--- src/rtl/uart_arb_pkg.sv ---
// Shared types and helpers for the UART TX arbiter: FSM state encoding,
// header tag and the round-robin pick function.
package uart_arb_pkg;

  localparam int unsigned MAX_REQ = 8;
  localparam logic [3:0]  HDR_TAG = 4'hA;

  typedef enum logic [2:0] {
    IDLE,
    GRANT,
    HDR,
    LOAD,
    START,
    WAIT_BUSY,
    WAIT_DONE
  } arb_state_t;

  // First valid index found searching ptr+1, ptr+2, ... modulo n; ptr if none valid.
  function automatic logic [2:0] rr_pick(input logic [MAX_REQ-1:0] valid,
                                         input logic [2:0]         ptr,
                                         input int unsigned        n);
    logic [2:0]  win;
    logic        found;
    int unsigned idx;
    win   = ptr;
    found = 1'b0;
    for (int unsigned k = 1; k <= MAX_REQ; k++) begin
      idx = (32'(ptr) + k) % n;
      if ((k <= n) && !found && valid[3'(idx)]) begin
        win   = 3'(idx);
        found = 1'b1;
      end
    end
    return win;
  endfunction

endpackage

--- src/rtl/rr_arbiter.sv ---
// Round-robin arbiter: combinational winner selection rotated after the last
// winner, with the last-winner pointer held in a register.
module rr_arbiter
  import uart_arb_pkg::*;
#(
  parameter int unsigned N_REQ = 4,
  parameter int unsigned ID_W  = 2
) (
  input  logic             clk,
  input  logic             reset,
  input  logic [N_REQ-1:0] req_valid,
  input  logic             update,
  output logic [ID_W-1:0]  winner_c,
  output logic             any_c
);

  logic [ID_W-1:0] rr_ptr_q;
  logic [ID_W-1:0] rr_ptr_d;

  assign any_c    = |req_valid;
  assign winner_c = ID_W'(rr_pick(MAX_REQ'(req_valid), 3'(rr_ptr_q), N_REQ));

  // Pointer moves to the winner only when the grant is actually taken.
  always_comb begin
    rr_ptr_d = rr_ptr_q;
    if (update) rr_ptr_d = winner_c;
  end

  // Pointer register; reset makes requester 0 the first to be searched.
  always_ff @(posedge clk or negedge reset) begin
    if (!reset) rr_ptr_q <= ID_W'(N_REQ - 1);
    else        rr_ptr_q <= rr_ptr_d;
  end

endmodule

--- src/rtl/uart_tx_arbiter.sv ---
// Packet-granular round-robin sharing of one UART TX core among N_REQ byte
// streams. Optional feature: define UART_TX_ARB_HDR_EN to prefix every packet
// with a header byte {4'hA, 1'b0, grant_id[2:0]}.
module uart_tx_arbiter
  import uart_arb_pkg::*;
#(
  parameter int unsigned N_REQ       = 4,
  parameter int unsigned MAX_PKT_LEN = 64
) (
  input  logic                        clk,
  input  logic                        reset,
  input  logic [N_REQ-1:0]            req_valid,
  input  logic [N_REQ-1:0][7:0]       req_data,
  input  logic [N_REQ-1:0]            req_last,
  output logic [N_REQ-1:0]            req_ready,
  output logic [7:0]                  tx_data,
  output logic                        tx_start,
  input  logic                        tx_busy,
  output logic [((N_REQ > 1) ? $clog2(N_REQ) : 1)-1:0] grant_id,
  output logic                        grant_active,
  output logic                        pkt_trunc
);

  localparam int unsigned ID_W    = (N_REQ > 1) ? $clog2(N_REQ) : 1;
  localparam int unsigned CNT_W   = $clog2(MAX_PKT_LEN + 1);
  localparam logic [CNT_W-1:0] MAX_CNT = CNT_W'(MAX_PKT_LEN);

  arb_state_t      state_q, state_d;
  logic [ID_W-1:0] grant_id_q, grant_id_d;
  logic            grant_active_q, grant_active_d;
  logic [7:0]      tx_data_q, tx_data_d;
  logic            last_q, last_d;
  logic            hdr_q, hdr_d;
  logic [CNT_W-1:0] byte_cnt_q, byte_cnt_d;
  logic            tx_start_q, tx_start_d;
  logic            pkt_trunc_q, pkt_trunc_d;

  logic            arb_update;
  logic [ID_W-1:0] winner;
  logic            any_valid;

  rr_arbiter #(
    .N_REQ (N_REQ),
    .ID_W  (ID_W)
  ) u_rr (
    .clk       (clk),
    .reset     (reset),
    .req_valid (req_valid),
    .update    (arb_update),
    .winner_c  (winner),
    .any_c     (any_valid)
  );

  assign tx_data      = tx_data_q;
  assign tx_start     = tx_start_q;
  assign grant_id     = grant_id_q;
  assign grant_active = grant_active_q;
  assign pkt_trunc    = pkt_trunc_q;

  // Next-state and output decode; tx_start/pkt_trunc are computed one cycle ahead.
  always_comb begin
    state_d        = state_q;
    grant_id_d     = grant_id_q;
    grant_active_d = grant_active_q;
    tx_data_d      = tx_data_q;
    last_d         = last_q;
    hdr_d          = hdr_q;
    byte_cnt_d     = byte_cnt_q;
    tx_start_d     = 1'b0;
    pkt_trunc_d    = 1'b0;
    arb_update     = 1'b0;
    req_ready      = '0;
    case (state_q)
      IDLE: begin
        if (any_valid) state_d = GRANT;
      end
      GRANT: begin
        // Requests may have vanished since IDLE; fall back without a grant.
        if (any_valid) begin
          arb_update     = 1'b1;
          grant_id_d     = winner;
          grant_active_d = 1'b1;
          byte_cnt_d     = '0;
`ifdef UART_TX_ARB_HDR_EN
          state_d        = HDR;
`else
          state_d        = LOAD;
`endif
        end else begin
          state_d = IDLE;
        end
      end
`ifdef UART_TX_ARB_HDR_EN
      HDR: begin
        tx_data_d  = {HDR_TAG, 1'b0, 3'(grant_id_q)};
        last_d     = 1'b0;
        hdr_d      = 1'b1;
        tx_start_d = 1'b1;
        state_d    = START;
      end
`endif
      LOAD: begin
        if (req_valid[grant_id_q]) begin
          req_ready[grant_id_q] = 1'b1;
          tx_data_d  = req_data[grant_id_q];
          last_d     = req_last[grant_id_q];
          hdr_d      = 1'b0;
          tx_start_d = 1'b1;
          state_d    = START;
        end
      end
      START: begin
        if (!hdr_q && (byte_cnt_q != MAX_CNT)) byte_cnt_d = byte_cnt_q + CNT_W'(1);
        state_d = WAIT_BUSY;
      end
      WAIT_BUSY: begin
        state_d = WAIT_DONE;
      end
      WAIT_DONE: begin
        if (!tx_busy) begin
          if (hdr_q) begin
            hdr_d   = 1'b0;
            state_d = LOAD;
          end else if (last_q || (byte_cnt_q == MAX_CNT)) begin
            grant_active_d = 1'b0;
            pkt_trunc_d    = !last_q;
            state_d        = IDLE;
          end else begin
            state_d = LOAD;
          end
        end
      end
      default: begin
        state_d = IDLE;
      end
    endcase
  end

  // State and datapath registers; reset abandons any packet in flight.
  always_ff @(posedge clk or negedge reset) begin
    if (!reset) begin
      state_q        <= IDLE;
      grant_id_q     <= '0;
      grant_active_q <= 1'b0;
      tx_data_q      <= '0;
      last_q         <= 1'b0;
      hdr_q          <= 1'b0;
      byte_cnt_q     <= '0;
      tx_start_q     <= 1'b0;
      pkt_trunc_q    <= 1'b0;
    end else begin
      state_q        <= state_d;
      grant_id_q     <= grant_id_d;
      grant_active_q <= grant_active_d;
      tx_data_q      <= tx_data_d;
      last_q         <= last_d;
      hdr_q          <= hdr_d;
      byte_cnt_q     <= byte_cnt_d;
      tx_start_q     <= tx_start_d;
      pkt_trunc_q    <= pkt_trunc_d;
    end
  end

endmodule

--- config.mk ---
export PLATFORM = sky130hd
export DESIGN_NAME = uart_tx_arbiter
export DESIGN_NICKNAME = d
export VERILOG_FILES = /design/src/rtl/uart_arb_pkg.sv /design/src/rtl/rr_arbiter.sv /design/src/rtl/uart_tx_arbiter.sv
export SDC_FILE = /design/constraint.sdc
export NUM_CORES = 1
export LEC_CHECK = 0
export CORE_ASPECT_RATIO = 0.5
export CORE_UTILIZATION = 30
export CTS_CLUSTER_DIAMETER = 120
export CTS_CLUSTER_SIZE = 28
export DETAILED_ROUTE_END_ITERATION = 12
export PLACE_DENSITY = 0.56
export SLEW_MARGIN = 20
export SYNTH_ARGS = -nofsm -noshare
export SYNTH_HDL_FRONTEND = slang
export SYNTH_SLANG_ARGS = --single-unit
--- constraint.sdc ---
create_clock -name clk -period 5.1 [get_ports clk]
set_input_delay 0.765 -clock clk [delete_from_list [all_inputs] [get_ports clk]]
set_output_delay 0.765 -clock clk [all_outputs]
set_load 0.005 [all_outputs]
==> results of run 1 <==
## final cells by class
type	count	area (µm²)	area share (%)
tap	73	91.3	3.77
sequential	26	653	27.0
timing repair buffer	60	598	24.7
clock buffer	4	88.8	3.67
multi-input combinational	111	961	39.7
inverter	7	28.8	1.19
## cell usage in the layout (no fill, tap or decap), drive strengths merged, types with 2 or more instances in the layout
cell,Yosys,routed
nand2,10,10
xor2,2,2
dfrtp,24,24
o22a,2,2
xnor2,4,4
mux4,10,10
nor2b,4,4
o21ai,11,11
ha,2,2
clkbuf,5,4
inv,7,7
o21a,2,2
nor3,2,2
dfstp,2,2
nand2b,4,4
nor2,9,9
clkdlybuf4s50,0,59
mux2,10,10
nand3,8,8
a21oi,8,8
nor3b,3,3
and3,4,4
a221oi,2,2
nor4,2,2
## power groups by stage
stage                     Combinational (W)  Sequential, W  Clock, W
after floorplan                    0.000433       0.000336         0
after global placement             0.000518       0.000424         0
after detailed placement           0.000523       0.000426         0
after CTS                          0.000525       0.000422  0.000197
after global routing               0.000564       0.000442  0.000208
final                              0.000516       0.000421  0.000190
## layer usage
layer / GRT usage (%) / share of wire [%]
met1: 18.5 / 48
met5: 0 / 0
met4: 4.00 / 1.0
met3: 3.40 / 3.3
met2: 21.7 / 47
## per-stage QoR
step / std cells / instance area (µm²)
final: 281 / 2420
after global routing: 281 / 2420
after floorplan: 156 / 1720
after CTS: 281 / 2420
after detailed placement: 277 / 2330
after global placement: 277 / 2330
## critical path: stages
cell and delay (ns):
clkdlybuf4s50_1 0.59, mux4_2 0.59, nand3_4 0.25, inv_4 0.04
and3_1 0.18, clkdlybuf4s50_1 0.44
## cell families after synthesis
kind of cell | share of synthesized area, %
and+or+nand+nor | 17.9
AOI/OAI and AO/OA | 12.3
DFF | 37.9
muxes | 21.1
buffers and inverters | 6.39
xor gates and xnor gates | 3.05
adders and majority gates | 1.45
## cells in the mapped netlist (all sizes together)
master	number
mux4	10
o21ai	11
o311ai	1
clkbuf	5
nor4bb	1
inv	7
nor3b	3
xor2	2
and2b	1
dfrtp	24
o22ai	1
nand2b	4
xnor2	4
o22a	2
o221a	1
ha	2
a211oi	1
nand3	8
buf	7
dfstp	2
mux2	10
o21a	2
or4b	1
nor2	9
nor4b	1
a21oi	8
o2bb2ai	1
a221oi	2
nor4	2
and3	4
a211o	1
a31oi	1
nor2b	4
nand2	10
and2	1
nor3	2
## worst min path at each step
| stage | to | cells after the start |
|---|---|---|
| floorplan | pkt_trunc | 1 |
| global placement | tx_data[6] | 1 |
| detailed placement | pkt_trunc | 1 |
| CTS | pkt_trunc | 1 |
| global route | pkt_trunc | 1 |
| finish | pkt_trunc | 1 |
## sequential cells by signal, indices dropped and copies added (netlist names)
signal / count
tx_data: 8
byte_cnt_q: 7
u_rr.rr_ptr_q: 2
last_q: 1
pkt_trunc: 1
grant_active: 1
tx_start: 1
grant_id: 2
state_q: 3
==> run_results.csv, run 1 <==
group,metric,value,unit
pwr,irDropWorstVdd,0.000168,V
hold_path,hp-start,"last_q",
clock_network,post_cts_buffers,0,
timing,fin_skew,0.00279,ns
clock_network,cts_tree,"done",
clock_network,clock_latency,0.26,ns
worst_setup_path,path_class,"primary input to output port",
timing,rsz0062_at_grt,"false",
drt,drc,0,
clock_network,cts_resized,0,
worst_setup_path,startpoint,"req_valid[0]",
timing,finalHoldViolations,0,
placement,post-place-ws,1.45,ns
final_layout,nets,254,
global_route,grt_max_degree,27,
final_layout,fillers,524,
global_route,first_global_vias,1332,
final_layout,area_growth,40.4,%
floorplan,dieHeight,55.6,µm
floorplan,core,5520,µm²
worst_setup_path,crit_fanout,14,
synth,ys_seq_area_share,37.9,%
final_layout,final_core_util,43.9,%
clock_network,cts_buffers,3,
pwr,p_comb_share,45.8,%
floorplan,start_util,31.3,%
drt,drt_iter0_markers,74,
floorplan,dieArea,6070,µm²
drt,post_drt_via_cell_ratio,4.90,
global_route,antenna_found_initial,0,
drt,drt-total-wl,3830,µm
pwr,p_int,0.000748,W
synth,synth_area_leaders,"dfrtp_1 35%, mux4_2 10%, mux2_4 4.4%",
synth,yosysTopAreaCell,"dfrtp_1",
clock_network,clk_path_buf_depth,2,
drt,num_vias,1377,
synth,synth_top_area_share,34.8,%
worst_setup_path,start_kind,"primary input",
worst_setup_path,required,4.34,ns
timing,tns,0,ns
drt,ant_nets,0,
pwr,pwr-share-seq,37.4,%
placement,globalplace.congestion,0.786,
worst_setup_path,worstSetupEndpoint,"req_ready[3]",
pwr,clockPowerShare,16.8,%
pwr,power.leakage,0.961,nW
clock_network,cts-htree-levels,1,
final_layout,num_antenna_cells,0,
timing,holdWs,0.503,ns
drt,drt_pass1_iterations,4,
worst_setup_path,rr_endpoint,"tx_data[6]",
timing,fin_crit_sh,71.1,%
worst_setup_path,r2r_cells,3,
synth,netlist_instances,156,
clock_network,clockRootBuffer,"clkbuf_16",
clock_network,clk_pin_slew_worst_paths,0.06,ns
timing,worstMarginPinSlew,0.741,ns
timing,fin_crit,3.63,ns
synth,syn-num-nets,201,
pwr,p_sw,0.000378,W
floorplan,die-width,109,µm
synth,syn_area_per_cell,11.1,µm²
timing,drv_slew,0,
timing,setup_ws,1.47,ns
synth,synth.distinct_cells,44,
pwr,p_per_area,465,nW/µm²
timing,timing.fmax,276,MHz
global_route,grt_use_total,13.6,%
timing,max-slew-margin-rel,50.6,%
run,max_cap_violations,0,
timing,setup_viol,0,
synth,synth_warnings,0,
pwr,swShare,33.6,%
status,status,"complete, no violations",
synth,ys_seq_elements,26,
worst_setup_path,r2r_setup_slack,2.89,ns
pwr,finalPower,0.00113,W
floorplan,row_count,19,
global_route,grt_overflow,0,
placement,hpwl,2870,µm
worst_setup_path,worstPathArrival,2.86,ns
clock_network,ctsHoldBuffers,0,
synth,netlist_area,1720,µm²
global_route,grt_pass1_wl,6400,µm
worst_setup_path,rr_startpoint,"grant_id[0]",
placement,port_buffers,59,
drt,post_drt_wl_per_cell,13.6,µm
floorplan,io_pins,60,
clock_network,cts_sinks,26,
worst_setup_path,crit_path_end_kind,"output port",
hold_path,hp-class,"register to register",
final_layout,drive_gt1_share,15.4,%
Power figures use the tool's default switching activity.
==> run 2, diff against run 1 <==
--- a/config.mk
+++ b/config.mk
@@ -10,7 +10,7 @@
 export CTS_CLUSTER_DIAMETER = 120
 export CTS_CLUSTER_SIZE = 28
 export DETAILED_ROUTE_END_ITERATION = 12
-export PLACE_DENSITY = 0.56
+export PLACE_DENSITY = 0.58
 export SLEW_MARGIN = 20
 export SYNTH_ARGS = -nofsm -noshare
 export SYNTH_HDL_FRONTEND = slang
==> constraint.sdc (replaced) <==
create_clock -name clk -period 3.21 [get_ports clk]
set_input_delay 0.4815 -clock clk [delete_from_list [all_inputs] [get_ports clk]]
set_output_delay 0.4815 -clock clk [all_outputs]
set_load 0.005 [all_outputs]
==> run 2 against run 1 <==
Effect of this change: register-to-register slack worse by 1.4 ns; sequential power is 43% higher; critical endpoint unchanged; clock skew down 0.00086 ns; largest power group unchanged; critical path type unchanged; combinational power up 77%; sequential share of layout area decreased by 0.49 points.
==> run_results.csv, run 2 (same netlist as run 1, synthesis figures left out) <==
group,metric,value,unit
status,status,"complete, no violations",
pwr,irDropWorstVdd,0.000308,V
worst_setup_path,cpPeakStageDelay,0.56,ns
timing,rsz0062_at_grt,"false",
global_route,grt_pass1_wl,6560,µm
floorplan,start_util,31.3,%
clock_network,cts-htree-levels,1,
timing,fin_crit_sh,89.1,%
pwr,p_per_area,736,nW/µm²
pwr,power.leakage,0.989,nW
drt,drt-total-wl,3880,µm
timing,setup_ws,0.351,ns
placement,port_buffers,59,
worst_setup_path,r2r_cells,4,
clock_network,cts_tree,"done",
clock_network,cts_sinks,26,
floorplan,io_pins,60,
timing,finalHoldViolations,0,
drt,drt_iter0_markers,62,
placement,hpwl,2960,µm
global_route,grt_use_total,13.8,%
final_layout,final_core_util,44.7,%
clock_network,clk_pin_slew_worst_paths,0.06,ns
drt,drt_pass1_iterations,4,
drt,post_drt_wl_per_cell,13.5,µm
global_route,first_global_vias,1384,
timing,max-slew-margin-rel,63.4,%
pwr,finalPower,0.00182,W
hold_path,hp-class,"register to register",
worst_setup_path,slowest_stage,"mux4_2",
placement,post-place-ws,0.333,ns
floorplan,dieHeight,55.6,µm
global_route,grt_overflow,0,
final_layout,seqCellArea,653,µm²
final_layout,multi_input_area,961,µm²
worst_setup_path,crit_cells,6,
drt,num_vias,1392,
final_layout,num_antenna_cells,0,
worst_setup_path,start_kind,"primary input",
timing,fin_crit,2.86,ns
worst_setup_path,crit_path_end_kind,"output port",
worst_setup_path,cp_common_cell,"clkdlybuf4s50_1",
worst_setup_path,worstPathArrival,2.38,ns
worst_setup_path,worstSetupEndpoint,"req_ready[3]",
final_layout,largest_reg_flops,8,
worst_setup_path,worst-path-buf-inv,3,
worst_setup_path,rr_endpoint,"last_q",
placement,globalplace.congestion,0.717,
run,max_cap_violations,0,
clock_network,post_cts_buffers,0,
final_layout,drive_gt1_share,17.8,%
timing,tns,0,ns
worst_setup_path,worst_path_dominant_cell_family,"buffers and inverters",
final_layout,nets,260,
floorplan,row_count,19,
final_layout,area_growth,43.0,%
timing,worstMarginPinSlew,0.546,ns
worst_setup_path,rr_startpoint,"grant_id[0]",
worst_setup_path,path_class,"primary input to output port",
worst_setup_path,crit_fanout,7,
clock_network,cts_resized,0,
final_layout,layout_commonest_cell,"clkdlybuf4s50_1",
final_layout,layout_common_cells,"59 x clkdlybuf4s50_1, 24 x dfrtp_1, 11 x o21ai_0",
drt,post_drt_via_cell_ratio,4.85,
floorplan,core,5520,µm²
worst_setup_path,r2r_setup_slack,1.45,ns
timing,fin_skew,0.00193,ns
global_route,antenna_found_initial,0,
timing,drv_slew,0,
clock_network,cts_buffers,3,
worst_setup_path,startpoint,"req_valid[2]",
drt,ant_nets,0,
floorplan,die-width,109,µm
clock_network,ctsHoldBuffers,0,
worst_setup_path,required,2.73,ns
global_route,grt_max_degree,27,
clock_network,clockRootBuffer,"clkbuf_16",
clock_network,clk_path_buf_depth,2,
timing,timing.fmax,350,MHz
drt,drc,0,
worst_setup_path,cp_cell_sequence,"clkdlybuf4s50_1 -> mux4_2 -> nand3_4 -> inv_4 -> and3_1 -> clkdlybuf4s50_1",
timing,setup_viol,0,
final_layout,fillers,547,
floorplan,dieArea,6070,µm²
clock_network,clock_latency,0.26,ns
==> run 2: cell types whose count changed in the layout (fill, tap and decap cells not counted), sizes merged <==
cell	before	now
buf	1	7
==> run 2: area by class of cell <==
class                           count  share of cell area [%]
Multi-Input combinational cell    111                    39.0
Sequential cell                    26                    26.5
Clock buffer                        4                    3.60
Tap cell                           73                    3.70
Timing Repair Buffer               66                    26.1
Inverter                            7                    1.17
==> run 2: per-stage QoR <==
| step | cells | area, µm² | hold slack, ns |
|---|---|---|---|
| floorplan | 156 | 1720 | 0.186 |
| global placement | 283 | 2380 | 0.491 |
| detailed placement | 283 | 2380 | 0.496 |
| CTS | 287 | 2470 | 0.502 |
| global route | 287 | 2470 | 0.527 |
| finish | 287 | 2470 | 0.505 |
==> run 2: per-layer routing <==
metal	routed length, µm	share of wire (%)	track usage (%)
met4	53	1.4	5.14
met1	1770	46	18.0
met5	0	0	0
met2	1930	50	22.9
met3	128	3.3	2.58
==> run 2: where the power goes <==
part | switching, W | internal (W) | leakage, nW
registers | 0.000142 | 0.000459 | 0.321
clock network | 0.000109 | 0.000191 | 0.0442
logic | 0.000350 | 0.000564 | 0.624
total | 0.000602 | 0.00121 | 0.989
==> run 2: how the worst min path moves through the flow <==
stage               slack (ns)  startpoint             to  cells past startpoint
floorplan                 0.19       reset  byte_cnt_q[0]                      0
finish                    0.50      last_q      pkt_trunc                      1
global route              0.53      last_q      pkt_trunc                      1
CTS                       0.50      last_q      pkt_trunc                      1
global placement          0.49  tx_data[6]     tx_data[6]                      1
detailed placement        0.50      last_q      pkt_trunc                      1
==> run 3, diff against run 2 <==
--- a/config.mk
+++ b/config.mk
@@ -5,9 +5,10 @@
 export SDC_FILE = /design/constraint.sdc
 export NUM_CORES = 1
 export LEC_CHECK = 0
+export CAP_MARGIN = 10
 export CORE_ASPECT_RATIO = 0.5
 export CORE_UTILIZATION = 30
-export CTS_CLUSTER_DIAMETER = 120
+export CTS_CLUSTER_DIAMETER = 100
 export CTS_CLUSTER_SIZE = 28
 export DETAILED_ROUTE_END_ITERATION = 12
 export PLACE_DENSITY = 0.58
==> results of run 3 <==
Final layout, timing and power as in run 2 (identical DEF).
